## src/rtl/mem_access_ctrl_pkg.sv

```systemverilog
// Shared encodings for the MEM-stage data-memory controller.
// Also used by the hazard unit and the MEM/WB writeback mux.
package mem_access_ctrl_pkg;

  typedef enum logic [1:0] {
    SZ_WORD = 2'b00,
    SZ_HALF = 2'b01,
    SZ_BYTE = 2'b10,
    SZ_RSVD = 2'b11
  } size_e;

  typedef enum logic [1:0] {
    IDLE = 2'b00,
    BUSY = 2'b01,
    DONE = 2'b10
  } state_e;

  // The reserved size behaves as a word, so it shares the word alignment rule.
  function automatic logic is_misaligned(size_e sz, logic [1:0] lane);
    case (sz)
      SZ_HALF: return lane[0];
      SZ_BYTE: return 1'b0;
      default: return lane != 2'b00;
    endcase
  endfunction

endpackage

```

## src/rtl/mem_access_ctrl_if.sv

```systemverilog
// Data-memory req/ack bus between the MEM-stage controller and the memory.
interface mem_access_ctrl_if;
  logic        dmem_req;
  logic        dmem_we;
  logic [31:0] dmem_addr;
  logic [3:0]  dmem_be;
  logic [31:0] dmem_wdata;
  logic        dmem_ack;
  logic [31:0] dmem_rdata;

  modport master (
    output dmem_req, dmem_we, dmem_addr, dmem_be, dmem_wdata,
    input  dmem_ack, dmem_rdata
  );

  modport slave (
    input  dmem_req, dmem_we, dmem_addr, dmem_be, dmem_wdata,
    output dmem_ack, dmem_rdata
  );
endinterface

```

## src/rtl/mem_access_ctrl_lane_align.sv

```systemverilog
// Combinational little-endian lane logic: store byte enables and replication,
// load extraction with sign/zero extension.
module mem_lane_align
  import mem_access_ctrl_pkg::*;
(
  input  size_e       size,
  input  logic        is_unsigned,
  input  logic [1:0]  lane,
  input  logic [31:0] wd,
  input  logic [31:0] rdata,
  output logic [3:0]  be,
  output logic [31:0] wdata,
  output logic [31:0] load_data
);

  logic [7:0]  byte_v;
  logic [15:0] half_v;

  always_comb begin
    byte_v = 8'(rdata >> {lane, 3'b000});
    // Halves only reach memory at lane 0 or 2, so lane[1] picks the half.
    half_v = lane[1] ? rdata[31:16] : rdata[15:0];

    be        = 4'b1111;
    wdata     = wd;
    load_data = rdata;

    case (size)
      SZ_BYTE: begin
        be        = 4'b0001 << lane;
        wdata     = {4{wd[7:0]}};
        load_data = is_unsigned ? {24'h000000, byte_v} : {{24{byte_v[7]}}, byte_v};
      end
      SZ_HALF: begin
        be        = 4'b0011 << lane;
        wdata     = {2{wd[15:0]}};
        load_data = is_unsigned ? {16'h0000, half_v} : {{16{half_v[15]}}, half_v};
      end
      default: begin
        be        = 4'b1111;
        wdata     = wd;
        load_data = rdata;
      end
    endcase
  end

endmodule

```

## src/rtl/mem_access_ctrl.sv

```systemverilog
// MEM-stage data-memory controller: issues req/ack transactions, stalls the
// pipeline until completion, and reports misaligned accesses and timeouts.
module mem_access_ctrl
  import mem_access_ctrl_pkg::*;
#(
  parameter int unsigned TIMEOUT = 16,
  parameter int unsigned CNT_W   = 5
) (
  input  logic                     clk,
  input  logic                     rst,
  input  logic                     MemRead,
  input  logic                     MemWrite,
  input  logic [1:0]               Size,
  input  logic                     Unsigned,
  input  logic [31:0]              ALUout,
  input  logic [31:0]              WD,
  mem_access_ctrl_if.master        dmem,
  output logic [31:0]              RD,
  output logic                     stall,
  output logic                     misalign,
  output logic                     bus_err
);

  state_e           state_q, state_d;
  logic [CNT_W-1:0] cnt_q, cnt_d;
  logic [31:0]      rd_q, rd_d;
  logic             misalign_q, misalign_d;
  logic             bus_err_q, bus_err_d;

  size_e       size;
  logic [1:0]  lane;
  logic        op;
  logic        bad_align;
  logic        at_limit;
  logic        busy;
  logic [3:0]  lane_be;
  logic [31:0] lane_wdata;
  logic [31:0] load_data;

  assign size      = size_e'(Size);
  assign lane      = ALUout[1:0];
  assign op        = MemRead | MemWrite;
  assign bad_align = is_misaligned(size, lane);
  assign at_limit  = (cnt_q == CNT_W'(TIMEOUT - 1));
  assign busy      = (state_q == BUSY);

  mem_lane_align u_lane_align (
    .size        (size),
    .is_unsigned (Unsigned),
    .lane        (lane),
    .wd          (WD),
    .rdata       (dmem.dmem_rdata),
    .be          (lane_be),
    .wdata       (lane_wdata),
    .load_data   (load_data)
  );

  always_comb begin
    state_d    = state_q;
    cnt_d      = cnt_q;
    rd_d       = rd_q;
    misalign_d = 1'b0;
    bus_err_d  = 1'b0;
    stall      = 1'b0;

    case (state_q)
      IDLE: begin
        if (op) begin
          stall = 1'b1;
          cnt_d = '0;
          if (bad_align) begin
            state_d    = DONE;
            misalign_d = 1'b1;
            rd_d       = '0;
          end else begin
            state_d = BUSY;
          end
        end
      end
      BUSY: begin
        stall = 1'b1;
        // Ack has priority over the timeout in the same cycle.
        if (dmem.dmem_ack) begin
          if (MemRead) rd_d = load_data;
          state_d = DONE;
        end else if (at_limit) begin
          rd_d      = '0;
          bus_err_d = 1'b1;
          state_d   = DONE;
        end else begin
          cnt_d = cnt_q + CNT_W'(1);
        end
      end
      DONE:    state_d = IDLE;
      default: state_d = IDLE;
    endcase

    // Reset abandons any transaction, so the pipeline must not be held.
    if (!rst) stall = 1'b0;
  end

  always_ff @(posedge clk or negedge rst) begin
    if (!rst) begin
      state_q    <= IDLE;
      cnt_q      <= '0;
      rd_q       <= '0;
      misalign_q <= 1'b0;
      bus_err_q  <= 1'b0;
    end else begin
      state_q    <= state_d;
      cnt_q      <= cnt_d;
      rd_q       <= rd_d;
      misalign_q <= misalign_d;
      bus_err_q  <= bus_err_d;
    end
  end

  assign dmem.dmem_req   = busy;
  assign dmem.dmem_we    = busy & MemWrite & ~MemRead;
  assign dmem.dmem_addr  = {ALUout[31:2], 2'b00};
  assign dmem.dmem_be    = busy ? lane_be : '0;
  assign dmem.dmem_wdata = lane_wdata;

  assign RD       = rd_q;
  assign misalign = misalign_q;
  assign bus_err  = bus_err_q;

endmodule

```

## src/flat_wrapper.sv

```systemverilog
// flat-port wrapper written by rule: the top's interface ports become plain ports
module mem_access_ctrl_flat import mem_access_ctrl_pkg::*;
#(
  parameter int unsigned TIMEOUT = 16,
  parameter int unsigned CNT_W   = 5
)
  (clk, rst, MemRead, MemWrite, Size, Unsigned, ALUout, WD, RD, stall, misalign, bus_err, dmem_dmem_req, dmem_dmem_we, dmem_dmem_addr, dmem_dmem_be, dmem_dmem_wdata, dmem_dmem_ack, dmem_dmem_rdata);
  mem_access_ctrl_if dmem_i ();
  input  logic clk;
  input  logic rst;
  input  logic MemRead;
  input  logic MemWrite;
  input  logic [1:0] Size;
  input  logic Unsigned;
  input  logic [31:0] ALUout;
  input  logic [31:0] WD;
  output logic [31:0] RD;
  output logic stall;
  output logic misalign;
  output logic bus_err;
  output wire logic [$bits(dmem_i.dmem_req)-1:0] dmem_dmem_req;
  output wire logic [$bits(dmem_i.dmem_we)-1:0] dmem_dmem_we;
  output wire logic [$bits(dmem_i.dmem_addr)-1:0] dmem_dmem_addr;
  output wire logic [$bits(dmem_i.dmem_be)-1:0] dmem_dmem_be;
  output wire logic [$bits(dmem_i.dmem_wdata)-1:0] dmem_dmem_wdata;
  input wire logic [$bits(dmem_i.dmem_ack)-1:0] dmem_dmem_ack;
  input wire logic [$bits(dmem_i.dmem_rdata)-1:0] dmem_dmem_rdata;
  assign dmem_dmem_req = dmem_i.dmem_req;
  assign dmem_dmem_we = dmem_i.dmem_we;
  assign dmem_dmem_addr = dmem_i.dmem_addr;
  assign dmem_dmem_be = dmem_i.dmem_be;
  assign dmem_dmem_wdata = dmem_i.dmem_wdata;
  assign dmem_i.dmem_ack = dmem_dmem_ack;
  assign dmem_i.dmem_rdata = dmem_dmem_rdata;
  mem_access_ctrl #(.TIMEOUT(TIMEOUT), .CNT_W(CNT_W)) u_core (.clk(clk), .rst(rst), .MemRead(MemRead), .MemWrite(MemWrite), .Size(Size), .Unsigned(Unsigned), .ALUout(ALUout), .WD(WD), .dmem(dmem_i), .RD(RD), .stall(stall), .misalign(misalign), .bus_err(bus_err));
endmodule
```

## config.mk

```make
export PLATFORM = sky130hd
export DESIGN_NAME = mem_access_ctrl_flat
export DESIGN_NICKNAME = d
export VERILOG_FILES = /design/src/rtl/mem_access_ctrl_pkg.sv /design/src/rtl/mem_access_ctrl_if.sv /design/src/rtl/mem_access_ctrl_lane_align.sv /design/src/rtl/mem_access_ctrl.sv /design/src/flat_wrapper.sv
export SDC_FILE = /design/constraint.sdc
export NUM_CORES = 1
export LEC_CHECK = 0
export BUFFER_PORTS_ARGS = -buffer_cell sky130_fd_sc_hd__buf_4
export CORE_UTILIZATION = 30
export DETAILED_ROUTE_END_ITERATION = 8
export PLACE_DENSITY_LB_ADDON = 0.2
export SYNTH_ARGS = -nofsm -noshare
export SYNTH_HDL_FRONTEND = slang
export SYNTH_HIERARCHICAL = 1
export SYNTH_SLANG_ARGS = --single-unit
export TNS_END_PERCENT = 10
```

## constraint.sdc

```tcl
create_clock -name clk -period 1.9 [get_ports clk]
set_input_delay 0.285 -clock clk [delete_from_list [all_inputs] [get_ports clk]]
set_output_delay 0.285 -clock clk [all_outputs]
set_load 0.005 [all_outputs]
```

==> results.cfg, run 1 <==
[sta]
setup_ws_ps = 23.2
finalSetupTns_ps = 0
setup_viol_count_final = 0
rsz0062_at_grt = yes
skew_ps = 5.69
post-route-period-util_pct = 98.8
drv_slew = 0
max_clock_freq_mhz = 533
tightest_slew_ps = 558
finalCriticalPeriod_ps = 1880
hold_violations = 0
maxSlewHeadroom_pct = 62.8

[floorplan]
start_util_pct = 31.4
io_pins = 209
die_h_um = 109
dieArea_sq_um = 12000
core_area_sq_um = 11000
rows = 38
fp.dieW_um = 109

[grt]
grt_max_degree = 42
grtUsageTotal_pct = 17.9
grt_pass1_wl_um = 16400
busiest_layer = met2
use_met1_pct = 22.9
gr-usage-met3_pct = 3.38
use_met2_pct = 29.5
grt_pass1_vias = 3165
overflow = 0
antenna_found_initial = 1

[yosys]
synth_edf_count = 0
async_flop_share_pct = 100
yosysTopAreaCellShare_pct = 29.6
synthTopCellsByArea = dfrtp_1 (30%), mux2i_1 (11%), buf_4 (8.9%), nand2_1 (6.4%), inv_1 (4.7%)
syn_inst = 401
synth_largest_area_cell = dfrtp_1
ys_warn_count = 6
ys_seq_area_share_pct = 29.6
netlist_top_cells_count = nand2_1 (59), inv_1 (43), buf_4 (41), dfrtp_1 (41), mux2i_1 (37)
ys_seq_elements = 41
synth.distinct_cells = 47
avgSynthCellArea_sq_um = 8.63
synthFlopType = dfrtp_1
netlist_area_sq_um = 3460
yosysMostFrequentCell = nand2_1

[placed_design]
port_buffers = 146
hpwl_um = 8180
routabilityCongestion = 0.813
placed_area_sq_um = 4480
dpl_worst_slack_ps = -58.0

[power]
power.total_uw = 4200
p_leak_uw = 0.00247
irDropWorstVdd_mv = 0.512
powerDensity_nw_per_um2 = 892

[clock_network]
cts_tree = yes
cts_hold_buf = 0
root_buffer = clkbuf_16
cts.clk_slew.worst_paths_ps = 70
h-tree-depth = 2
numCtsBuffers = 5
clock_sinks = 41
cts_max_path_buffers = 2
cts_setup_buffers = 0
insertion_delay_ps = 280

[worst_hold_path]
hold_class = input pin to async pin

[critical_path]
crit_arrival_ps = 2040
r2r_cells = 7
r2r_setup_slack_ps = 20
worstSetupStartpointType = flip-flop
setup.worst_path.class = flip-flop to flip-flop
cp_max_fo = 4
worst_ep_required_time_ps = 2060
r2r_end = u_core/cnt_q[2]
endpoint_kind = flip-flop
worstReg2RegStart = u_core/cnt_q[1]

[layout]
final_util_pct = 42.7
drive_gt1_share_pct = 39.1
syn2layout_area_growth_pct = 36.1
fill_cells = 1157
nets = 620
final_cell_area_sq_um = 4710
multi_input_area_sq_um = 1860
regArea_sq_um = 1030

[routing]
ant_nets = 0
vias = 3182
via_per_inst = 4.87
drtPass1Iterations = 6
wl_um = 10700
wl_per_cell_um = 16.4
drcViolationCount = 0
drt_iter0_markers = 196

[run_status]
status = completed

[job]
maxCapViolCount = 0
power breakdown:
part	internal [uW]	switching [uW]
Sequential	1070	177
Clock	564	368
Combinational	1080	942
cells by family (layout without fill, tap and decap cells):
logic type | Yosys count | after routing | synth area share (%)
muxes | 42 | 42 | 13.4
DFF | 41 | 41 | 29.6
and+or+nand+nor | 94 | 94 | 12.5
xor gates and xnor gates | 2 | 2 | 0.506
adders and majority gates | 5 | 5 | 1.81
AOI/OAI and AO/OA | 106 | 106 | 24.0
other | 1 | 3 | 0.108
buffers and inverters | 110 | 220 | 18.0
how the worst max path moves through the flow:
stage | from | end | cells past startpoint
after global routing | u_core/cnt_q[1] | u_core/cnt_q[2] | 7
after detailed placement | u_core/cnt_q[1] | u_core/cnt_q[1] | 7
after floorplan | Size[0] | dmem_dmem_be[3] | 7
after global placement | Size[0] | u_core/RD[2] | 8
after CTS | Size[1] | dmem_dmem_wdata[17] | 7
final | u_core/cnt_q[1] | u_core/cnt_q[2] | 7
metal layers:
layer | up-vias | part of all wire, %
met5 | - | 0
met4 | 0 | 2.3
met3 | 23 | 5.4
met2 | 96 | 49
met1 | 1498 | 43
li1 | 1565 | -
critical path: stages, from the launching register on:
cell and delay [ps]:
dfrtp_1 400, ha_2 180, and3_4 150, ha_4 160, or3b_4 420, a211oi_2 240
xnor2_1 140, nor2_1 50
cells in the final DEF (no fill, tap or decap), types with 3 or more instances in the layout:
cell	netlist	final
dfrtp_1	41	41
a21o_1	18	18
a221o_1	7	7
a22o_1	15	15
a22oi_1	9	9
inv_1	43	43
mux4_2	3	3
a21oi_1	7	5
nor2_1	8	7
nand2_1	59	59
o21ai_0	23	23
buf_4	41	165
nor2b_1	3	3
buf_12	0	3
a32oi_1	4	4
ha_2	0	3
mux2i_1	37	37
o21bai_1	5	5
o21a_1	5	5
a222oi_1	3	3
o2bb2ai_1	5	5
clkbuf_16	0	6
and2_1	7	7
timing repair:
action | 4_1_cts | 5_1_grt
cloned | 0 | 1
pin swaps | 0 | 3
endpoints found under the setup margin | 13 | 45
resized for setup | 4 | 6
state kept, by name, summed over array words and instances (netlist names):
name / cells
u_core/misalign: 1
u_core/RD: 32
u_core/bus_err: 1
u_core/state_q: 2
u_core/cnt_q: 5
area by class of cell:
cell class / instances / share of cell area, %
Antenna cell: 1 / 0.0531
Clock buffer: 7 / 3.24
Clock inverter: 1 / 0.186
Inverter: 43 / 3.43
Multi-Input combinational cell: 251 / 39.5
Sequential cell: 41 / 21.8
Tap cell: 140 / 3.72
Timing Repair Buffer: 169 / 28.1
through the flow:
stage,instances,hold slack [ps]
CTS,651,158
floorplan,402,-10.6
finish,653,128
global route,652,187
global placement,643,461
detailed placement,643,468
(Power assumes the default switching activity.)
==> run 2, diff against run 1 <==
PLACE_DENSITY_LB_ADDON = default   (was 0.2)
==> run 2 against run 1 <==
  * Sequential power hardly changed
  * Clock skew is 2.0 ps lower
  * Worst hold slack worse by 32 ps
  * Routed wire length is 3.4% lower
  * First-iteration DRC count is 4.6% lower
  * Count of clock-buffer cells in the layout is 2 lower
  * Clock power is 2% higher
  * Cell count is 0.46% higher
  * Total power is 0.20% higher
  * Fmax is 1.7% higher
  * Critical endpoint is now dmem_dmem_wdata[11]
  * Largest power group unchanged
==> results.cfg, run 2 (synthesis gave the netlist of run 1 again) <==
[run_status]
status = completed

[layout]
drive_gt1_share_pct = 39.1
n_antenna_cell = 0
layout_commonest_cell = buf_4
nets = 625
regArea_sq_um = 1030
multi_input_area_sq_um = 1860
fill_cells = 1112
largest_reg_flops = 32
syn2layout_area_growth_pct = 36.6
stdcell_count = 656
final_cell_area_sq_um = 4730
layout_common_cells = buf_4 (170), nand2_1 (59), inv_1 (43)

[critical_path]
path_cells = buf_4 > inv_1 > ha_2 > nor2b_2 > a22o_1 > buf_4
setup.worst_path.class = input pin to primary output
worstReg2RegStart = u_core/cnt_q[0]
cp_slowest_stage_delay_ps = 460
crit_slowest_cell = nor2b_2
cp-startpoint = Size[0]
r2r_setup_slack_ps = 70
worst_ep_required_time_ps = 1620
crit_arrival_ps = 1560
cp_max_fo = 11
endpoint_kind = primary output
worstSetupStartpointType = input pin
crit_top_cell = buf_4

[grt]
grt_pass1_wl_um = 15800
antenna_found_initial = 0
grtUsageTotal_pct = 17.1
grt_pass1_vias = 3080
grt_max_degree = 42
overflow = 0

[floorplan]
core_area_sq_um = 11000
die_h_um = 109
fp.dieW_um = 109
rows = 38
start_util_pct = 31.4
dieArea_sq_um = 12000
io_pins = 209

[clock_network]
numCtsBuffers = 5
cts_tree = yes
h-tree-depth = 2
clock_sinks = 41
cts_hold_buf = 0
insertion_delay_ps = 280
root_buffer = clkbuf_16
cts.clk_slew.worst_paths_ps = 60
cts_max_path_buffers = 2

[sta]
tightest_slew_ps = 735
skew_ps = 3.68
drv_slew = 0
setup_viol_count_final = 0
finalCriticalPeriod_ps = 1850
post-route-period-util_pct = 97.2
max_clock_freq_mhz = 542
maxSlewHeadroom_pct = 50.8
hold_violations = 0

[power]
p_sw_share_pct = 33.7
power.total_uw = 4210
irDropWorstVdd_mv = 0.382
p_leak_uw = 0.00249
powerDensity_nw_per_um2 = 891
p_switching_uw = 1420
comb_power_share_pct = 47.9
power.share.clock_pct = 22.6
seq_power_share_pct = 29.5
internal_power_uw = 2790

[placed_design]
routabilityCongestion = 0.834
port_buffers = 146
placed_area_sq_um = 4510
hpwl_um = 8280
dp_cells = 647

[routing]
wl_per_cell_um = 15.8
drcViolationCount = 0
drt_iter0_markers = 187
ant_nets = 0
wl_um = 10400
drtPass1Iterations = 5
vias = 3207
via_per_inst = 4.89

[job]
maxCapViolCount = 0

[worst_hold_path]
hold_class = input pin to async pin
-- run 2: final timing paths --
| check | endpoint | cells after the start |
|---|---|---|
| max | dmem_dmem_wdata[11] | 6 |
| min in group clk | u_core/bus_err | 2 |
| min | u_core/RD[21] | 2 |
| max in group asynchronous | u_core/RD[25] | 2 |
| max reg2reg | u_core/cnt_q[2] | 7 |
| min reg2reg | u_core/RD[13] | 2 |
-- run 2: area by class of cell --
cell class,count,share of cell area [%]
multi-input combinational,251,39.3
clock buffer,5,2.65
clock inverter,2,0.741
tap,140,3.70
inverter,43,3.41
timing repair buffer,174,28.5
sequential,41,21.7
-- run 2: per-stage QoR --
stage | hold slack, ps | worst slack [ps] | util (%) | setup TNS (ps)
floorplan | -10.6 | 91.6 | - | 0
global placement | 429 | -212 | 40.9 | -3570
detailed placement | 430 | -188 | 40.9 | -4430
CTS | 126 | 11.3 | 42.5 | 0
global route | 158 | -0.644 | 42.9 | -0.644
finish | 95.7 | 53.7 | 42.9 | 0
-- run 2: power by group through the flow --
stage | clock, uW | sequential, uW | combinational [uW]
floorplan | 0 | 1220 | 1180
global placement | 0 | 1250 | 1960
detailed placement | 0 | 1250 | 1990
CTS | 981 | 1240 | 2010
global route | 1010 | 1270 | 2220
finish | 950 | 1240 | 2020
-- run 2: worst max-delay path: cells and delay by family --
| family | cells | cell delay [ps] |
|---|---|---|
| AOI/OAI and AO/OA | 1 | 260 |
| buffers and inverters | 3 | 280 |
| adders and majority gates | 1 | 270 |
| and+or+nand+nor | 1 | 460 |
-- run 2: metal layers --
metal,vias up,GRT usage (%),part of all wire (%)
li1,1570,-,-
met1,1510,23.1,45
met3,15,3.68,6.0
met5,-,0,0
met4,0,5.14,1.3
met2,112,27.4,48
-- run 2: what timing repair did --
| action | in CTS | in global routing |
|---|---|---|
| endpoints found under the setup margin | 9 | 43 |
| pin swaps | 2 | 2 |
| resized for setup | 5 | 6 |
| setup buffers | 0 | 2 |
==> run 3, diff against run 2 <==
SYNTH_HIERARCHICAL = default   (was 1)
==> run 3 against run 2 <==
  * Worst setup slack better by 15 ps
  * Fmax grew 0.80%
  * Sequential power grew 7%
  * Routed wire length rose by 6.6%
  * Area after synthesis shrank 7.1%
  * Global-route usage rose by 2.8 points
  * Non-clock buffer count grew 4
  * Combinational power is 7% lower
  * Critical path type unchanged
==> results.cfg, run 3 <==
[run_status]
status = completed

[grt]
overflow = 0
grt_pass1_wl_um = 17300
grtUsageTotal_pct = 19.9
use_met1_pct = 23.3
busiest_layer = met2
antenna_found_initial = 0
grt_pass1_vias = 3165
gr-usage-met3_pct = 4.45
grt_max_degree = 42
use_met2_pct = 35.9

[power]
comb_power_share_pct = 49.4
internal_power_uw = 2460
power.share.clock_pct = 15.6
powerDensity_nw_per_um2 = 860
p_leak_uw = 0.00214
p_switching_uw = 1350
irDropWorstVdd_mv = 0.360
seq_power_share_pct = 35.0
p_sw_share_pct = 35.4

[clock_network]
clock_sinks = 41
insertion_delay_ps = 300
cts_setup_buffers = 0
cts_tree = yes
cts_max_path_buffers = 2
h-tree-depth = 2
cts.clk_slew.worst_paths_ps = 90
numCtsBuffers = 5
root_buffer = clkbuf_8

[layout]
drive_gt1_share_pct = 46.6
layout_commonest_cell = buf_4
syn2layout_area_growth_pct = 37.6
largest_reg_flops = 32
nets = 573
layout_common_cells = buf_4 (174), dfrtp_1 (41), nand2_1 (29)
fill_cells = 1051
final_cell_area_sq_um = 4430
n_antenna_cell = 0
stdcell_count = 602

[routing]
ant_nets = 0
drcViolationCount = 0
wl_per_cell_um = 18.4
vias = 3256
via_per_inst = 5.41
drtPass1Iterations = 4
wl_um = 11100
drt_iter0_markers = 142

[critical_path]
crit_slowest_cell = or2_4
cp_slowest_stage_delay_ps = 290
endpoint_kind = primary output
crit_arrival_ps = 1550
path_cells = buf_4 > inv_1 > ha_2 > buf_4 > or2_4 > a22o_1 > buf_4
worst_ep_required_time_ps = 1620
worstSetupStartpointType = input pin
cp_max_fo = 8
crit_top_cell = buf_4
setup.worst_path.class = input pin to primary output

[yosys]
synthTopCellsByArea = dfrtp_1 (32%), buf_4 (9.3%), mux2_2 (5.3%), a221o_1 (5.0%), a32o_1 (5.0%)
yosysTopAreaCellShare_pct = 31.9
syn_inst = 348
synthFlopType = dfrtp_1
ys_seq_elements = 41
netlist_area_sq_um = 3220
ys_warn_count = 0
synth_mux_area_share_pct = 10.2
synth.distinct_cells = 44
yosys.area_share.simple_pct = 11.7
avgSynthCellArea_sq_um = 9.24
netlist_top_cells_count = dfrtp_1 (41), buf_4 (40), nand2_1 (29)
synth_largest_area_cell = dfrtp_1
async_flop_share_pct = 100
synth_xor_area_share_pct = 0.545
ys_seq_area_share_pct = 31.9
yosysMostFrequentCell = dfrtp_1
synth_compound_gate_area_share_pct = 29.3
synth_edf_count = 0
yosys.area_share.adder_pct = 1.56
synth_top_family_by_area = compound AO/OA/AOI/OAI gates

[placed_design]
hpwl_um = 8580
dp_cells = 594
placed_area_sq_um = 4310
port_buffers = 146
dpl_worst_slack_ps = -200
routabilityCongestion = 0.882

[sta]
max_clock_freq_mhz = 546
finalCriticalPeriod_ps = 1830
finalSetupTns_ps = 0
maxSlewHeadroom_pct = 55.7
skew_ps = 6.54
drv_slew = 0
setup_ws_ps = 68.3
holdWs_ps = 64.3
tightest_slew_ps = 663
hold_violations = 0
rsz0062_at_grt = yes
post-route-period-util_pct = 96.4
setup_viol_count_final = 0

[floorplan]
io_pins = 209
fp.dieW_um = 106
core_area_sq_um = 10400
die_h_um = 106
rows = 37
dieArea_sq_um = 11100
start_util_pct = 31.0

[worst_hold_path]
hold_class = input pin to async pin

[job]
maxCapViolCount = 0
==> run 3: cell count changes after synthesis, sizes merged, moves of 16 or more <==
cell    change
a21o       -18
nand2b     +19
mux2i      -21
nand2      -31
inv        -38
a32o       +16
==> run 3: worst max-delay path, delay by kind of cell <==
family | cells | cell delay, ps
compound gates | 1 | 220
fa+ha+maj | 1 | 280
buf+inv | 4 | 460
simple gates | 1 | 290
==> run 3: worst paths after layout <==
check,from,to,slack [ps],cells past startpoint
min in group clk,dmem_dmem_rdata[17],u_core.RD[17],240,2
setup / recovery,Size[0],dmem_dmem_wdata[9],70,7
max in group asynchronous,rst,u_core.RD[7],1470,2
setup reg to reg,u_core.cnt_q[0],u_core.RD[24],100,8
hold / removal,rst,u_core.RD[27],60,2
hold reg to reg,u_core.RD[15],u_core.RD[15],500,1
==> run 3: power groups by stage <==
stage,logic [uW],registers (uW),clock network [uW]
floorplan,864,1360,0
global placement,1860,1350,0
detailed placement,1880,1350,0
CTS,1900,1330,618
global route,2050,1370,654
finish,1880,1330,595
==> run 3: kinds of logic after synthesis <==
family                   after synthesis
AND/OR/NAND/NOR                       77
flip-flops                            41
adder cells (fa/ha/maj)                4
other                                  1
multiplexers                          31
XOR/XNOR                               2
buffers and inverters                 74
AO/OA/AOI/OAI                        118
==> run 3: area by class of cell <==
type | instances | area (sq um) | area share [%]
well taps | 136 | 170 | 3.85
clock buffers | 5 | 68.8 | 1.55
repair buffers | 178 | 1380 | 31.1
inverters | 5 | 18.8 | 0.424
multi-input cells | 234 | 1740 | 39.4
flip-flops and latches | 41 | 1030 | 23.2
clock inverters | 3 | 21.3 | 0.481
==> run 3: metrics by stage <==
stage / utilization (%) / power, uW
after floorplan: - / 2220
after global placement: 41.6 / 3210
after detailed placement: 41.6 / 3230
after CTS: 42.6 / 3850
after global routing: 42.7 / 4070
final: 42.7 / 3800
==> run 3: per-layer routing <==
metal	share of wire [%]	vias to the layer above	wire length, um
met5	0	-	0
met4	2.6	0	291
met3	8.1	31	898
met2	50	187	5550
met1	39	1553	4310
li1	-	1485	-
==> run 3: repair_timing <==
item / 4_1_cts / 5_1_grt
setup endpoints to repair: 23 / 13
gates resized for setup: 6 / 3
hold buffers: 0 / 0
